### src/rtl/event_coalesce.sv
`default_nettype none
// ============================================================================
// Module   : event_coalesce
// Purpose  : Interrupt/event moderation stage. Accumulates a single-bit event
//            stream into batches and presents one coalesced request, carrying
//            the batch count, on a valid/ready handshake. A request fires when
//            the batch reaches a programmable threshold or, when the optional
//            timer is built, when a programmable timeout expires after the
//            first event of the batch.
// Revision : 1.0 - initial release
// ----------------------------------------------------------------------------
// Build option:
//   EVENT_COALESCE_TIMEOUT_EN  defined   -> timer and timeout trigger built
//                              undefined -> threshold-only, timeout ignored
// ----------------------------------------------------------------------------
// Ports:
//   clk           in   clock
//   rst_n         in   asynchronous active-low reset
//   pulse_in      in   one event per high cycle
//   enable        in   coalescing enable
//   threshold     in   [COUNT_WIDTH] batch size trigger (0 behaves as 1)
//   timeout       in   [TIMER_WIDTH] cycles in ACCUM before forced request
//                      (0 disables the timeout)
//   irq_valid     out  coalesced request pending
//   irq_ready     in   consumer accepts request
//   irq_count     out  [COUNT_WIDTH] event count of the presented batch
//   irq_overflow  out  presented batch saturated its accumulator
//   acc_count     out  [COUNT_WIDTH] live accumulator value
// ============================================================================
module event_coalesce #(
  parameter int COUNT_WIDTH = 16,
  parameter int TIMER_WIDTH = 16
) (
  input  logic                   clk,
  input  logic                   rst_n,
  input  logic                   pulse_in,
  input  logic                   enable,
  input  logic [COUNT_WIDTH-1:0] threshold,
  input  logic [TIMER_WIDTH-1:0] timeout,
  output logic                   irq_valid,
  input  logic                   irq_ready,
  output logic [COUNT_WIDTH-1:0] irq_count,
  output logic                   irq_overflow,
  output logic [COUNT_WIDTH-1:0] acc_count
);

  typedef enum logic [1:0] {
    S_IDLE  = 2'd0,
    S_ACCUM = 2'd1,
    S_HOLD  = 2'd2
  } state_t;

  state_t                 state_q,     state_d;
  logic [COUNT_WIDTH-1:0] acc_q,       acc_d;
  logic                   flag_q,      flag_d;
  logic [COUNT_WIDTH-1:0] irq_count_q, irq_count_d;
  logic                   irq_ovf_q,   irq_ovf_d;

  logic                   pulse_eff;
  logic                   sat;
  logic [COUNT_WIDTH-1:0] acc_next;
  logic                   flag_next;
  logic [COUNT_WIDTH-1:0] thr_eff;
  logic                   thr_hit;
  logic                   timeout_hit;

  // Disabled coalescing drops pulses outright, so gate them once here.
  assign pulse_eff = pulse_in & enable;

  // Saturating accumulate; a pulse landing on an all-ones accumulator is
  // remembered in the batch overflow flag instead of wrapping.
  assign sat       = pulse_eff & (&acc_q);
  assign acc_next  = acc_q + {{(COUNT_WIDTH-1){1'b0}}, (pulse_eff & ~sat)};
  assign flag_next = flag_q | sat;

  assign thr_eff = (threshold == '0) ? COUNT_WIDTH'(1) : threshold;
  assign thr_hit = (acc_next >= thr_eff);

`ifdef EVENT_COALESCE_TIMEOUT_EN
  logic [TIMER_WIDTH-1:0] timer_q, timer_d;

  // Timer counts cycles spent in ACCUM; compare against timeout-1 so the
  // request rises exactly timeout+1 cycles after the first pulse.
  assign timeout_hit = (timeout != '0) &&
                       (timer_q == TIMER_WIDTH'(timeout - 1'b1));

  // Restart at 0 on every entry into ACCUM, count while remaining there.
  always_comb begin
    timer_d = '0;
    if ((state_q == S_ACCUM) && (state_d == S_ACCUM)) begin
      timer_d = timer_q + 1'b1;
    end
  end

  always_ff @(posedge clk or negedge rst_n) begin
    if (!rst_n) begin
      timer_q <= '0;
    end else begin
      timer_q <= timer_d;
    end
  end
`else
  logic unused_timeout;

  assign timeout_hit    = 1'b0;
  assign unused_timeout = ^timeout;
`endif

  always_comb begin
    state_d     = state_q;
    acc_d       = acc_q;
    flag_d      = flag_q;
    irq_count_d = irq_count_q;
    irq_ovf_d   = irq_ovf_q;

    unique case (state_q)
      S_IDLE: begin
        acc_d  = '0;
        flag_d = 1'b0;
        if (thr_hit) begin
          state_d     = S_HOLD;
          irq_count_d = acc_next;
          irq_ovf_d   = flag_next;
        end else if (acc_next != '0) begin
          state_d = S_ACCUM;
          acc_d   = acc_next;
          flag_d  = flag_next;
        end
      end

      S_ACCUM: begin
        if (!enable) begin
          state_d = S_IDLE;
          acc_d   = '0;
          flag_d  = 1'b0;
        end else if (thr_hit || timeout_hit) begin
          state_d     = S_HOLD;
          irq_count_d = acc_next;
          irq_ovf_d   = flag_next;
          acc_d       = '0;
          flag_d      = 1'b0;
        end else begin
          acc_d  = acc_next;
          flag_d = flag_next;
        end
      end

      S_HOLD: begin
        if (irq_ready) begin
          // A batch that already qualifies while the previous one was held
          // is presented on the very next cycle without a bubble.
          if (enable && thr_hit) begin
            irq_count_d = acc_next;
            irq_ovf_d   = flag_next;
            acc_d       = '0;
            flag_d      = 1'b0;
          end else if (enable && (acc_next != '0)) begin
            state_d = S_ACCUM;
            acc_d   = acc_next;
            flag_d  = flag_next;
          end else begin
            state_d = S_IDLE;
            acc_d   = '0;
            flag_d  = 1'b0;
          end
        end else begin
          acc_d  = acc_next;
          flag_d = flag_next;
        end
      end

      default: begin
        state_d = S_IDLE;
        acc_d   = '0;
        flag_d  = 1'b0;
      end
    endcase
  end

  always_ff @(posedge clk or negedge rst_n) begin
    if (!rst_n) begin
      state_q     <= S_IDLE;
      acc_q       <= '0;
      flag_q      <= 1'b0;
      irq_count_q <= '0;
      irq_ovf_q   <= 1'b0;
    end else begin
      state_q     <= state_d;
      acc_q       <= acc_d;
      flag_q      <= flag_d;
      irq_count_q <= irq_count_d;
      irq_ovf_q   <= irq_ovf_d;
    end
  end

  assign irq_valid    = (state_q == S_HOLD);
  assign irq_count    = irq_count_q;
  assign irq_overflow = irq_ovf_q;
  assign acc_count    = acc_q;

endmodule
`default_nettype wire
### config.mk
export PLATFORM = sky130hd
export DESIGN_NAME = event_coalesce
export DESIGN_NICKNAME = d
export VERILOG_FILES = /design/src/rtl/event_coalesce.sv
export SDC_FILE = /design/constraint.sdc
export NUM_CORES = 1
export LEC_CHECK = 0
export ABC_AREA = 0
export CORE_UTILIZATION = 35
export CTS_BUF_LIST = sky130_fd_sc_hd__clkbuf_4 sky130_fd_sc_hd__clkbuf_8
export DETAILED_ROUTE_END_ITERATION = 8
export PLACE_DENSITY = 0.66
export SYNTH_ARGS = -nofsm -noshare
export SYNTH_HDL_FRONTEND = slang
export SYNTH_SLANG_ARGS = --single-unit
### constraint.sdc
create_clock -name clk -period 3.63 [get_ports clk]
set_clock_uncertainty 0.15 [all_clocks]
set_input_delay 0.9075 -clock clk [delete_from_list [all_inputs] [get_ports clk]]
set_output_delay 0.9075 -clock clk [all_outputs]
set_load 0.01 [all_outputs]
==> impl_metrics.env, run 1 <==
export IMPL_num_antenna_cells=0
export IMPL_die_width_um=81.8
export IMPL_seqPwrFrac=0.404
export IMPL_synth_area_um2=2230
export IMPL_cts_buffers=5
export IMPL_yosysSeqAreaShare=0.404
export IMPL_path_buf_inv=3
export IMPL_grt_total_usage=0.224
export IMPL_crit_chain="nand3_4 > inv_2 > nand4_1 > nor4_4 > nor2_4 > ha_4 > ha_4 > nand2_4 > nor3_4 > xnor2_2 > inv_2 > ha_4 > and4_4 > a21oi_4 > or2_4 > a21oi_4 > clkbuf_16 > mux2_4"
export IMPL_start_util=0.370
export IMPL_synth_xor_area_frac=0.0663
export IMPL_holdBufCountCts=0
export IMPL_grt_start_max_net_pins=37
export IMPL_core_um2=6030
export IMPL_post_synth_top_area_cell="dfrtp_1"
export IMPL_place_congestion=0.827
export IMPL_r2r_start="acc_count[5]"
export IMPL_crit_slowest_cell="dfrtp_1"
export IMPL_fin_util=0.656
export IMPL_vias=2214
export IMPL_whs_path_depth=1
export IMPL_dieArea_um2=6690
export IMPL_antenna_found_initial=0
export IMPL_routedWlPerCell_um=16.4
export IMPL_holdPathEnd="irq_count[15]"
export IMPL_port_buffers=54
export IMPL_synthMuxAreaShare=0.0854
export IMPL_synthArstFlopShare=1.00
export IMPL_maxSlewHeadroom=0.626
export IMPL_finalHoldViolCount=0
export IMPL_synth_seq_cells=36
export IMPL_fin_ws_ps=-74.3
export IMPL_ir_drop_mv=0.188
export IMPL_ff2ff_setup_slack_ps=-70
export IMPL_swShare=0.310
export IMPL_r2r_cells=18
export IMPL_ant_nets=0
export IMPL_clock_power_share=0.269
export IMPL_drtIter0Drc=109
export IMPL_post_route_period_util=1.02
export IMPL_yosysMostFrequentCell="dfrtp_1"
export IMPL_setup_violations=18
export IMPL_clockBufferDepth=2
export IMPL_synth_compound_area_frac=0.0781
export IMPL_setup_tns_final_ps=-910
export IMPL_detail_route_drc_violations=0
export IMPL_crit_arrival_ps=3730
export IMPL_r2r_end="irq_count[9]"
export IMPL_fp_row_count=28
export IMPL_max_stage_delay_ps=400
export IMPL_max_freq_mhz=270
export IMPL_min_path_type="flop to flop"
export IMPL_required_ps=3660
export IMPL_grt_pass1_wl_um=11000
export IMPL_startpoint="acc_count[5]"
export IMPL_clock_root_buffer="clkbuf_8"
export IMPL_synth_adder_area_share=0.107
export IMPL_final_max_slew_violation_count=0
export IMPL_synth_top_cell_area_share=0.404
export IMPL_synth_top_family_by_area="simple AND/OR/NAND/NOR gates"
export IMPL_critical_path_max_fanout=6
export IMPL_period_needed_ps=3700
export IMPL_insertion_delay_ps=290
export IMPL_worstSetupStartpointType="flop"
export IMPL_crit_top_cell="ha_4"
export IMPL_syn_inst=228
export IMPL_num_io_pins=71
export IMPL_power_leakage_nw=1.99
export IMPL_internal_power_mw=0.756
export IMPL_cts_sinks=36
export IMPL_drt_pass1_iter_count=4
export IMPL_outcome="complete, but fails checks"
export IMPL_holdCritStartpoint="irq_count[15]"
export IMPL_synth_top_cells_by_count="dfrtp_1 (36), inv_1 (30), nor2_1 (20)"
export IMPL_layout_drive_gt1_share=0.423
export IMPL_worst_slew_pin_slew_ps=554
export IMPL_synth_area_top_cells="dfrtp_1 (40%), ha_1 (11%), mux2_2 (8.1%)"
export IMPL_via_per_inst=5.02
export IMPL_wl_um=7240
export IMPL_syn_nets=284
export IMPL_p_switching_mw=0.340
export IMPL_yosys_warnings=0
export IMPL_synth_distinct_cells=42
export IMPL_synth_flop_cell="dfrtp_1"
export IMPL_critical_path_class="flop to flop"
export IMPL_cts_max_level=2
export IMPL_grt_setup_unrepaired="yes"
export IMPL_cp_top_family="simple AND/OR/NAND/NOR gates"
export IMPL_area_growth_syn_to_layout_pct=77.6
export IMPL_synth_edf_count=0
export IMPL_gr_total_overflow=0
export IMPL_cp_end_kind="flop"
export IMPL_p_per_area_nw_per_um2=277
export IMPL_cts_tree="yes"
export IMPL_syn_avg_cell_area_um2=9.77
export IMPL_path_clk_slew_ps=70
export IMPL_violations="setup timing"
export IMPL_final_nets=421
export IMPL_synth_simple_area_share=0.195
export IMPL_dpl_hpwl_um=4910
export IMPL_grt_pass1_vias=2224
export IMPL_maxCapViolCount=0
export IMPL_die_y_um=81.8
export IMPL_combinationalPowerShare=0.327
[registers in the layout, summed over array words and instances (netlist names)]
| register | flops |
|---|---|
| acc_count | 16 |
| flag_q | 1 |
| irq_count | 16 |
| irq_overflow | 1 |
| state_q | 2 |
[power by group through the flow]
stage | clock network (mW) | registers [mW] | logic, mW
6_report | 0.295 | 0.443 | 0.359
3_5_place_dp | 0 | 0.449 | 0.294
3_3_place_gp | 0 | 0.448 | 0.287
5_1_grt | 0.317 | 0.443 | 0.391
4_1_cts | 0.296 | 0.441 | 0.321
2_1_floorplan | 0 | 0.460 | 0.116
[how the worst max path moves through the flow]
| stage | to | slack (ps) | cells past startpoint |
|---|---|---|---|
| 5_1_grt | irq_count[9] | -200 | 19 |
| 6_report | irq_count[9] | -70 | 18 |
| 3_3_place_gp | irq_count[2] | -700 | 15 |
| 2_1_floorplan | irq_count[10] | -50 | 13 |
| 3_5_place_dp | irq_count[2] | -780 | 16 |
| 4_1_cts | irq_count[0] | 8 | 19 |
[stage by stage]
stage	instance area [um2]	setup slack, ps	hold WS (ps)	std cells	power, mW
3_5_place_dp	3330	-779	344	407	0.743
5_1_grt	3960	-197	372	441	1.15
2_1_floorplan	2310	-46.7	347	228	0.575
3_3_place_gp	3330	-703	341	407	0.735
4_1_cts	3810	8.25	363	437	1.06
6_report	3960	-74.3	360	441	1.10
[layout by cell type, fill, tap and decap left out, drive strengths merged, types with 4 or more instances in the layout]
cell type / instances
buf: 81
clkdlybuf4s50: 52
dfrtp: 36
inv: 31
nor2: 20
ha: 19
mux2: 16
nand2: 15
xnor2: 12
a21oi: 11
clkbuf: 8
nor4: 8
nand3: 8
nand4: 6
nor3: 5
o21ai: 5
nor2b: 4
xor2: 4
a31oi: 4
[worst reg2reg max path, delay by kind of cell, from the launching register on]
| kind | cells | cell delay, ps |
|---|---|---|
| compound gates | 2 | 320 |
| flops | 1 | 400 |
| mux | 1 | 300 |
| xor+xnor | 1 | 230 |
| buf+inv | 3 | 350 |
| fa+ha+maj | 3 | 680 |
| simple gates | 8 | 1190 |
[what timing repair did]
| action | CTS | global route |
|---|---|---|
| gates cloned | 1 | 1 |
| pin swaps | 17 | 7 |
| resized for setup | 53 | 27 |
| setup endpoints to repair | 36 | 35 |
| setup buffers | 21 | 4 |
| hold endpoints to repair | 0 | 0 |
[cell type report]
cell class                      instances  area (um2)
Clock buffer                            6        82.6
Clock inverter                          2        10.0
Fill cell                             457        2070
Inverter                               31         116
Multi-Input combinational cell        156        1570
Sequential cell                        36         901
Tap cell                               75        93.8
Timing Repair Buffer                  135        1180
[routing by layer]
layer	share of wire	global-route usage	routed length, um	vias up
met2	0.48	0.369	3490	64
li1	-	-	-	1057
met5	0	0	0	-
met4	0.016	0.0684	116	0
met1	0.46	0.309	3340	1082
met3	0.040	0.0233	290	11
[cell families after synthesis]
group | count (synthesis)
compound gates | 27
xor+xnor | 16
fa+ha+maj | 19
buf+inv | 36
flops | 36
mux | 17
simple gates | 77
Power figures use the tool's default switching activity.
==> run 2: changes to the inputs <==
--- a/config.mk
+++ b/config.mk
@@ -11,2 +11,3 @@
 export DETAILED_ROUTE_END_ITERATION = 8
+export GPL_TIMING_DRIVEN = 0
 export PLACE_DENSITY = 0.66
--- a/constraint.sdc
+++ b/constraint.sdc
@@ -4,2 +4,2 @@
 set_output_delay 0.9075 -clock clk [all_outputs]
-set_load 0.01 [all_outputs]
+set_load 0.1 [all_outputs]
==> impl_metrics.env, run 2 (synthesized netlist as in run 1, its figures left out) <==
export IMPL_outcome="complete, but fails checks"
export IMPL_violations="setup timing"
export IMPL_r2r_start="acc_count[8]"
export IMPL_grt_pass1_vias=2137
export IMPL_start_util=0.370
export IMPL_critical_path_class="flop to flop"
export IMPL_cts_buffers=5
export IMPL_insertion_delay_ps=300
export IMPL_worstSetupStartpointType="flop"
export IMPL_grt_setup_unrepaired="yes"
export IMPL_grt_pass1_wl_um=10900
export IMPL_die_y_um=81.8
export IMPL_placed_cells=357
export IMPL_grt_total_usage=0.221
export IMPL_ir_drop_mv=0.319
export IMPL_p_total_mw=1.27
export IMPL_power_leakage_nw=1.83
export IMPL_area_growth_syn_to_layout_pct=72.7
export IMPL_antenna_found_initial=0
export IMPL_routedWlPerCell_um=16.9
export IMPL_port_buffers=54
export IMPL_setup_violations=18
export IMPL_cts_tree="yes"
export IMPL_num_io_pins=71
export IMPL_mostFrequentLayoutCell="buf_4"
export IMPL_ff2ff_setup_slack_ps=-110
export IMPL_final_max_slew_violation_count=0
export IMPL_most_common_layout_cells="buf_4 (56), clkdlybuf4s50_1 (51), inv_1 (27), dfrtp_1 (20), nor2_1 (19)"
export IMPL_crit_end="irq_count[12]"
export IMPL_vias=2155
export IMPL_core_um2=6030
export IMPL_via_per_inst=5.09
export IMPL_wl_um=7160
export IMPL_cp_end_kind="flop"
export IMPL_fin_cells=423
export IMPL_r2r_cells=18
export IMPL_crit_arrival_ps=3770
export IMPL_fin_util=0.638
export IMPL_startpoint="acc_count[8]"
export IMPL_maxCapViolCount=0
export IMPL_final_nets=403
export IMPL_drtIter0Drc=109
export IMPL_num_antenna_cells=0
export IMPL_post_route_period_util=1.03
export IMPL_ant_nets=0
export IMPL_max_freq_mhz=268
export IMPL_fp_row_count=28
export IMPL_path_clk_slew_ps=80
export IMPL_dieArea_um2=6690
export IMPL_min_path_type="flop to flop"
export IMPL_p_per_area_nw_per_um2=330
export IMPL_setup_tns_final_ps=-1610
export IMPL_cts_max_level=2
export IMPL_place_congestion=0.809
export IMPL_r2r_end="irq_count[12]"
export IMPL_clockBufferDepth=2
export IMPL_dpl_hpwl_um=4160
export IMPL_period_needed_ps=3740
export IMPL_required_ps=3660
export IMPL_maxSlewHeadroom=0.349
export IMPL_critical_path_max_fanout=5
export IMPL_detail_route_drc_violations=0
export IMPL_cts_sinks=36
export IMPL_nFillCells=486
export IMPL_finalHoldViolCount=0
export IMPL_grt_start_max_net_pins=37
export IMPL_hold_ws_ps=364
export IMPL_layout_drive_gt1_share=0.437
export IMPL_die_width_um=81.8
export IMPL_fin_ws_ps=-106
export IMPL_clock_root_buffer="clkbuf_8"
export IMPL_gr_total_overflow=0
export IMPL_drt_pass1_iter_count=4
export IMPL_worst_slew_pin_slew_ps=974
==> run 2: cell count changes in the layout (fill, tap and decap cells not counted), sizes merged <==
cell           change
buf               -16
bufinv             +1
clkdlybuf4s50      -1
clkinv             -2
==> run 2: timing repair <==
item                       4_1_cts  5_1_grt
gates resized for setup         56       13
setup endpoints to repair       36       28
setup buffers                   41       21
hold buffers                     0        0
pin swaps                       21       19
==> run 2: power breakdown <==
part	total, mW	switching, mW	internal (mW)
Combinational	0.419	0.255	0.164
Clock	0.399	0.156	0.243
Sequential	0.453	0.0305	0.423
==> run 2: critical path, stage by stage (launching register included) <==
cell,delay [ps]
dfrtp_2,430
nand3_2,150
nor4_4,380
nor2_4,60
ha_4,210
ha_4,190
nand2_4,90
nor3_4,50
xnor2_2,240
inv_2,100
ha_4,270
and4_1,200
nand2_1,70
nor2_1,130
a21oi_2,130
a21oi_4,190
buf_6,140
buf_12,110
mux2_2,320
==> run 2: worst min path at each step <==
stage	start	to	slack, ps	depth (start not counted)
floorplan	flag_q	irq_overflow	350	2
global placement	irq_count[4]	irq_count[4]	340	1
detailed placement	irq_count[3]	irq_count[3]	340	1
CTS	irq_count[3]	irq_count[3]	360	1
global route	irq_count[1]	irq_count[1]	380	1
finish	irq_count[3]	irq_count[3]	360	1
==> run 2: through the flow <==
stage                     instance area (um2)  setup slack [ps]
after detailed placement                 2960             -1250
final                                    3850              -106
after global placement                   2960             -1220
after global routing                     3850              -202
after CTS                                3630             -66.0
after floorplan                          2330              -316
==> run 2: layout make-up <==
type | count | area (um2) | area share
multi-input combinational | 156 | 1540 | 0.401
timing repair buffer | 115 | 1020 | 0.265
sequential | 36 | 926 | 0.241
inverter | 31 | 116 | 0.0303
clock buffer | 7 | 96.3 | 0.0250
tap | 75 | 93.8 | 0.0244
clock inverter | 1 | 30.0 | 0.00781
buffer | 2 | 22.5 | 0.00586
==> run 2: layer usage <==
| metal | up-vias | wire [um] | GRT usage |
|---|---|---|---|
| met5 | - | 0 | 0 |
| met4 | 0 | 106 | 0.0596 |
| met3 | 15 | 387 | 0.0467 |
| met2 | 80 | 3480 | 0.360 |
| met1 | 1042 | 3180 | 0.297 |
| li1 | 1018 | - | - |
